[src/rtl/event_byte_serializer_if.sv]
`default_nettype none
// ============================================================================
// Module      : event_byte_serializer_if
// Description : Bundles the event input handshake and the byte output bus of
//               event_byte_serializer.
//               slave  - the serializer side (takes events, drives bytes)
//               master - the environment side (drives events, takes bytes)
// Ports       : in_x/in_y/in_t/in_p/in_valid -> event payload and valid
//               in_ready                      <- FIFO has room
//               dout/dout_valid/dout_sof      <- output byte stream
//               dout_ready                    -> downstream accepts byte
//               fifo_level                    <- events held, incl. in flight
// Revision    : 1.0 - initial release
// ============================================================================
interface event_byte_serializer_if;
  logic [15:0] in_x;
  logic [15:0] in_y;
  logic [15:0] in_t;
  logic        in_p;
  logic        in_valid;
  logic        in_ready;
  logic [7:0]  dout;
  logic        dout_valid;
  logic        dout_ready;
  logic        dout_sof;
  logic [4:0]  fifo_level;

  modport master (
    output in_x, in_y, in_t, in_p, in_valid, dout_ready,
    input  in_ready, dout, dout_valid, dout_sof, fifo_level
  );

  modport slave (
    input  in_x, in_y, in_t, in_p, in_valid, dout_ready,
    output in_ready, dout, dout_valid, dout_sof, fifo_level
  );
endinterface
`default_nettype wire

[src/rtl/event_byte_serializer.sv]
`default_nettype none
// ============================================================================
// Module      : event_byte_serializer
// Description : Buffers DVS events (x, y, t, p) in a DEPTH-entry FIFO and sends
//               each one as a 7-byte frame on a registered 8-bit valid/ready
//               bus: {SYNC,6'b0,p}, x hi, x lo, y hi, y lo, t hi, t lo.
// Ports       : clk   - rising-edge clock
//               rst_n - asynchronous active-low reset
//               bus   - event_byte_serializer_if.slave (event in, bytes out,
//                       fifo_level)
// Parameters  : DEPTH - FIFO entries, power of two, 2..16
//               SYNC  - value of header bit 7
// Revision    : 1.0 - initial release
// ============================================================================
module event_byte_serializer #(
  parameter int DEPTH = 4,
  parameter int SYNC  = 1
) (
  input  logic                          clk,
  input  logic                          rst_n,
  event_byte_serializer_if.slave        bus
);

  localparam int         AW         = (DEPTH > 1) ? $clog2(DEPTH) : 1;
  localparam logic [4:0] c_depth    = 5'(DEPTH);
  localparam logic       c_sync_bit = (SYNC != 0);

  localparam logic [0:0] c_idle = 1'b0;
  localparam logic [0:0] c_send = 1'b1;

  // Entry layout: {p, x, y, t}
  logic [48:0]   r_mem [DEPTH];
  logic [AW-1:0] r_wr_ptr;
  logic [AW-1:0] r_rd_ptr;
  logic [4:0]    r_level;
  logic [0:0]    r_state;
  logic [2:0]    r_idx;
  logic [7:0]    r_dout;
  logic          r_dout_valid;
  logic          r_dout_sof;

  logic          w_in_ready;
  logic          w_push;
  logic          w_accept;
  logic          w_pop;
  logic [48:0]   w_head;
  logic [48:0]   w_next;

  function automatic logic [7:0] frame_byte(input logic [48:0] e, input logic [2:0] idx);
    logic [7:0] b;
    case (idx)
      3'd0:    b = {c_sync_bit, 6'b0, e[48]};
      3'd1:    b = e[47:40];
      3'd2:    b = e[39:32];
      3'd3:    b = e[31:24];
      3'd4:    b = e[23:16];
      3'd5:    b = e[15:8];
      3'd6:    b = e[7:0];
      default: b = 8'h00;
    endcase
    return b;
  endfunction

  // Ready comes only from the registered level, so a pop in the same cycle
  // never opens a slot for a push while full.
  assign w_in_ready = (r_level != c_depth);
  assign w_push     = bus.in_valid && w_in_ready;
  assign w_accept   = r_dout_valid && bus.dout_ready;
  assign w_pop      = w_accept && (r_idx == 3'd6);
  assign w_head     = r_mem[r_rd_ptr];
  assign w_next     = r_mem[r_rd_ptr + AW'(1)];

  assign bus.in_ready   = w_in_ready;
  assign bus.dout       = r_dout;
  assign bus.dout_valid = r_dout_valid;
  assign bus.dout_sof   = r_dout_sof;
  assign bus.fifo_level = r_level;

  // Storage is not reset: contents are only observable through valid entries.
  always_ff @(posedge clk) begin
    if (w_push) begin
      r_mem[r_wr_ptr] <= {bus.in_p, bus.in_x, bus.in_y, bus.in_t};
    end
  end

  always_ff @(posedge clk or negedge rst_n) begin
    if (!rst_n) begin
      r_wr_ptr <= '0;
      r_rd_ptr <= '0;
      r_level  <= 5'd0;
    end else begin
      if (w_push) r_wr_ptr <= r_wr_ptr + AW'(1);
      if (w_pop)  r_rd_ptr <= r_rd_ptr + AW'(1);
      case ({w_push, w_pop})
        2'b10:   r_level <= r_level + 5'd1;
        2'b01:   r_level <= r_level - 5'd1;
        default: r_level <= r_level;
      endcase
    end
  end

  always_ff @(posedge clk or negedge rst_n) begin
    if (!rst_n) begin
      r_state      <= c_idle;
      r_idx        <= 3'd0;
      r_dout       <= 8'h00;
      r_dout_valid <= 1'b0;
      r_dout_sof   <= 1'b0;
    end else begin
      case (r_state)
        c_idle: begin
          if (r_level != 5'd0) begin
            r_state      <= c_send;
            r_idx        <= 3'd0;
            r_dout       <= frame_byte(w_head, 3'd0);
            r_dout_valid <= 1'b1;
            r_dout_sof   <= 1'b1;
          end
        end
        c_send: begin
          if (w_accept) begin
            if (r_idx != 3'd6) begin
              r_idx      <= r_idx + 3'd1;
              r_dout     <= frame_byte(w_head, r_idx + 3'd1);
              r_dout_sof <= 1'b0;
            end else if (r_level > 5'd1) begin
              // Another stored entry sits behind the head: start its header
              // on the very next cycle so frames stay back-to-back.
              r_idx      <= 3'd0;
              r_dout     <= frame_byte(w_next, 3'd0);
              r_dout_sof <= 1'b1;
            end else begin
              r_state      <= c_idle;
              r_idx        <= 3'd0;
              r_dout       <= 8'h00;
              r_dout_valid <= 1'b0;
              r_dout_sof   <= 1'b0;
            end
          end
        end
        default: begin
          r_state      <= c_idle;
          r_idx        <= 3'd0;
          r_dout_valid <= 1'b0;
          r_dout_sof   <= 1'b0;
        end
      endcase
    end
  end

endmodule
`default_nettype wire

[src/flat_wrapper.sv]
// flat-port wrapper written by rule: the top's interface ports become plain ports
module event_byte_serializer_flat 
#(
  parameter int DEPTH = 4,
  parameter int SYNC  = 1
)
  (clk, rst_n, bus_in_x, bus_in_y, bus_in_t, bus_in_p, bus_in_valid, bus_dout_ready, bus_in_ready, bus_dout, bus_dout_valid, bus_dout_sof, bus_fifo_level);
  event_byte_serializer_if bus_i ();
  input  logic clk;
  input  logic rst_n;
  input wire logic [$bits(bus_i.in_x)-1:0] bus_in_x;
  input wire logic [$bits(bus_i.in_y)-1:0] bus_in_y;
  input wire logic [$bits(bus_i.in_t)-1:0] bus_in_t;
  input wire logic [$bits(bus_i.in_p)-1:0] bus_in_p;
  input wire logic [$bits(bus_i.in_valid)-1:0] bus_in_valid;
  input wire logic [$bits(bus_i.dout_ready)-1:0] bus_dout_ready;
  output wire logic [$bits(bus_i.in_ready)-1:0] bus_in_ready;
  output wire logic [$bits(bus_i.dout)-1:0] bus_dout;
  output wire logic [$bits(bus_i.dout_valid)-1:0] bus_dout_valid;
  output wire logic [$bits(bus_i.dout_sof)-1:0] bus_dout_sof;
  output wire logic [$bits(bus_i.fifo_level)-1:0] bus_fifo_level;
  assign bus_i.in_x = bus_in_x;
  assign bus_i.in_y = bus_in_y;
  assign bus_i.in_t = bus_in_t;
  assign bus_i.in_p = bus_in_p;
  assign bus_i.in_valid = bus_in_valid;
  assign bus_i.dout_ready = bus_dout_ready;
  assign bus_in_ready = bus_i.in_ready;
  assign bus_dout = bus_i.dout;
  assign bus_dout_valid = bus_i.dout_valid;
  assign bus_dout_sof = bus_i.dout_sof;
  assign bus_fifo_level = bus_i.fifo_level;
  event_byte_serializer #(.DEPTH(DEPTH), .SYNC(SYNC)) u_core (.clk(clk), .rst_n(rst_n), .bus(bus_i));
endmodule
[config.mk]
export PLATFORM = sky130hd
export DESIGN_NAME = event_byte_serializer_flat
export DESIGN_NICKNAME = d
export VERILOG_FILES = /design/src/rtl/event_byte_serializer_if.sv /design/src/rtl/event_byte_serializer.sv /design/src/flat_wrapper.sv
export SDC_FILE = /design/constraint.sdc
export NUM_CORES = 1
export LEC_CHECK = 0
export BUFFER_PORTS_ARGS = -buffer_cell sky130_fd_sc_hd__buf_2
export CAP_MARGIN = 10
export CORE_ASPECT_RATIO = 1.4
export CORE_UTILIZATION = 40
export CTS_BUF_LIST = sky130_fd_sc_hd__clkbuf_2
export CTS_CLUSTER_SIZE = 20
export DETAILED_ROUTE_END_ITERATION = 8
export GPL_TIMING_DRIVEN = 0
export HOLD_SLACK_MARGIN = 0.05
export PLACE_DENSITY = 0.59
export SYNTH_ARGS = -nofsm -noshare
export SYNTH_HDL_FRONTEND = slang
export SYNTH_SLANG_ARGS = --single-unit
[constraint.sdc]
create_clock -name clk -period 3.85 [get_ports clk]
set_input_delay 0.385 -clock clk [delete_from_list [all_inputs] [get_ports clk]]
set_output_delay 0.385 -clock clk [all_outputs]
set_load 0.01 [all_outputs]
==> run_results.csv <==
group,metric,value,unit
clocking,clkLatencyLatePin,760,ps
sta,slew_headroom,42.4,%
place,dpl_cell_area,9430,µm²
drt,drt_pass1_iterations,4,
yosys,synth_edf_count,196,
finish,final_cells,909,
drt,via_per_inst,5.19,
floorplan,initial_core_util,41.0,%
clocking,cts_made_buffers,50,
worst_setup_path,worst-r2r-cell-count,7,
yosys,synth_seq_cells,219,
clocking,cts_tree,"done",
yosys,yosys_warnings,0,
finish,fin_area,10400,µm²
worst_setup_path,critPathLaunchType,"flop",
yosys,ys_types,45,
clocking,htreeDepth,2,
floorplan,die_h,177,µm
floorplan,dieArea,22400,µm²
grt,antenna_found_initial,1,
drt,vias,4717,
yosys,synth-async-reset-ratio,10.5,%
power,ir_drop,300,µV
sta,fmax,353,MHz
place,port-buffer-count,68,
floorplan,ios,69,
sta,rsz0062_at_grt,"false",
drt,finalWirelength,17900,µm
worst_setup_path,required,4500,ps
clocking,cts_resized,0,
worst_setup_path,cp-end-kind,"flop",
status,status,"finished, final reports clean",
min_path,hold_class,"input port to async pin",
clocking,cts_buffer_depth,3,
yosys,synth_nets,500,
sta,setup_violations,0,
drt,wl_per_cell,19.7,µm
yosys,avgSynthCellArea,19.9,µm²
place,dpl.hpwl,11300,µm
power,pwr_density_cell,683,nW/µm²
drt,ant_nets,0,
power,p_sw_share,33.3,%
finish,syn2layout_area_growth,18.9,%
grt,grt_pass1_wl,28100,µm
power,p_total,7.08,mW
floorplan,core.rowCount,63,
grt,grt_pass1_vias,5146,
yosys,yosys_most_used_dff,"edfxtp_1",
place,place_inst,767,
clocking,path_clk_slew,130,ps
place,dp_slack,1030,ps
sta,finClkSkew,64.1,ps
grt,track_usage,16.8,%
power,p_seq_share,47.1,%
worst_setup_path,crit_type,"flop to flop",
sta,worst_pin_slew,864,ps
yosys,yosysSeqAreaShare,74.1,%
power,p_int,4.73,mW
yosys,synth_area,8720,µm²
finish,fin_nets,671,
power,power.leakage,3.73,nW
power,p_clk_share,19.6,%
sta,fin_crit_sh,73.6,%
worst_setup_path,cp_max_fo,10,
flow_run,maxCapViolCount,0,
yosys,postSynthCellCount,438,
grt,overflow,0,
worst_setup_path,crit_arrival,3480,ps
floorplan,core,21300,µm²
floorplan,die_x,127,µm
sta,timing.setup.tns,0,ps
sta,fin_ws,1020,ps
sta,drv_slew,0,
power,combinationalPowerShare,33.3,%
clocking,root_buffer,"clkbuf_2",
sta,finalHoldViolCount,0,
finish,drive_gt1_share,33.6,%
grt,grt_max_degree,50,
place,place_congestion,0.859,
drt,drc,0,
clocking,clock_sinks,219,
power,switchingPower,2.36,mW
sta,min_period,2830,ps
drt,drtIter0Drc,285,
## placed cells by master, fill, tap and decap left out, types with 11 or more instances in the layout
master,netlist,final
clkbuf_2,0,75
dfrtp_1,23,23
edfxtp_1,196,196
buf_2,8,76
inv_1,11,11
nand2_1,24,24
nor2_1,13,13
clkinv_1,0,11
mux4_2,45,45
dlygate4sd3_1,0,50
## metal layers
metal	wire length, µm	track usage (%)	vias up
li1	-	-	2176
met1	7070	19.4	2377
met2	9610	30.2	127
met3	761	3.02	37
met4	499	7.59	0
met5	0	0	-
## flip-flops by register name, indices dropped and copies added, names as in the netlist
name	cells
u_core.bus.dout_valid	1
u_core.bus.fifo_level	5
u_core.r_wr_ptr	2
u_core.r_rd_ptr	2
u_core.r_idx	3
u_core.bus.dout_sof	1
u_core.r_mem	196
u_core.bus.dout	8
u_core.r_state	1
## metrics by stage
| stage | hold WS [ps] | utilization, % |
|---|---|---|
| after floorplan | 89.4 | - |
| after global placement | 400 | 44.1 |
| after detailed placement | 407 | 44.3 |
| after CTS | 64.1 | 48.7 |
| after global routing | 69.4 | 48.7 |
| final | 134 | 48.7 |
## worst max-delay path: stages, from the launching register on
cell	delay (ps)
dfrtp_1	370
clkbuf_1	190
inv_1	120
clkbuf_1	660
mux2_2	440
a221oi_1	550
a211oi_1	120
a221o_1	280
## repair_timing
item | in CTS | in global routing
setup buffers | 0 | 0
setup endpoints to repair | 0 | 0
hold endpoints to repair | 219 | 0
hold buffers | 50 | 0
## logic make-up after synthesis
group / Yosys count / synth area share [%]
flip-flops: 219 / 74.1
AND/OR/NAND/NOR: 62 / 3.24
multiplexers: 60 / 14.8
AO/OA/AOI/OAI: 47 / 3.86
buffers and inverters: 33 / 1.98
adder cells (fa/ha/maj): 9 / 1.29
XOR/XNOR: 8 / 0.803
## synthesized netlist by cell type (2+ instances only)
master / n / share of area (%)
a21boi_0: 2 / 0.17
xor2_1: 4 / 0.40
o22ai_1: 2 / 0.14
a41oi_1: 2 / 0.20
clkbuf_1: 7 / 0.30
dfrtp_1: 23 / 6.6
mux2i_1: 2 / 0.23
ha_1: 9 / 1.3
mux4_2: 45 / 12
a22o_1: 3 / 0.30
inv_1: 11 / 0.47
nor2_1: 13 / 0.56
o211ai_1: 4 / 0.34
mux2_2: 5 / 0.65
mux4_1: 7 / 2.1
o21ai_0: 10 / 0.57
a211oi_1: 4 / 0.34
edfxtp_1: 196 / 67
buf_2: 8 / 0.46
buf_4: 2 / 0.17
nand3_1: 9 / 0.52
nor3_1: 5 / 0.29
a21oi_1: 5 / 0.29
a221oi_1: 4 / 0.40
buf_1: 2 / 0.086
nand2_1: 24 / 1.0
buf_6: 2 / 0.26
and3_1: 5 / 0.36
nor2b_1: 2 / 0.14
a221o_1: 3 / 0.34
xnor2_1: 4 / 0.40
## power groups by stage
stage	registers, mW	logic, mW	clock network (mW)
finish	3.34	2.36	1.39
global route	3.39	2.55	1.57
CTS	3.35	2.42	1.45
detailed placement	3.40	2.37	0
global placement	3.41	2.31	0
floorplan	3.38	1.58	0
## path summary, 6_finish.rpt
check	start	end	slack, ps
max	u_core.r_idx[2]$_DFFE_PN0P_	u_core.bus.dout[2]$_DFFE_PN0P_	1020
min	rst_n	u_core.bus.dout[3]$_DFFE_PN0P_	130
max reg2reg	u_core.r_idx[2]$_DFFE_PN0P_	u_core.bus.dout[2]$_DFFE_PN0P_	1020
min reg2reg	u_core.bus.dout[0]$_DFFE_PN0P_	u_core.bus.dout[0]$_DFFE_PN0P_	540
max in group asynchronous	rst_n	u_core.r_wr_ptr[0]$_DFFE_PN0P_	3280
min in group clk	bus_in_valid	u_core.r_wr_ptr[0]$_DFFE_PN0P_	140
## cell type report
| cell class | instances | area, µm² |
|---|---|---|
| clock buffers | 75 | 375 |
| fillers | 1862 | 10900 |
| multi-input cells | 186 | 2110 |
| flip-flops and latches | 219 | 6460 |
| repair buffers | 119 | 861 |
| well taps | 260 | 325 |
| clock inverters | 16 | 65.1 |
| plain buffers | 22 | 131 |
| inverters | 11 | 41.3 |
| diodes | 1 | 2.50 |
(Power assumes the default switching activity.)
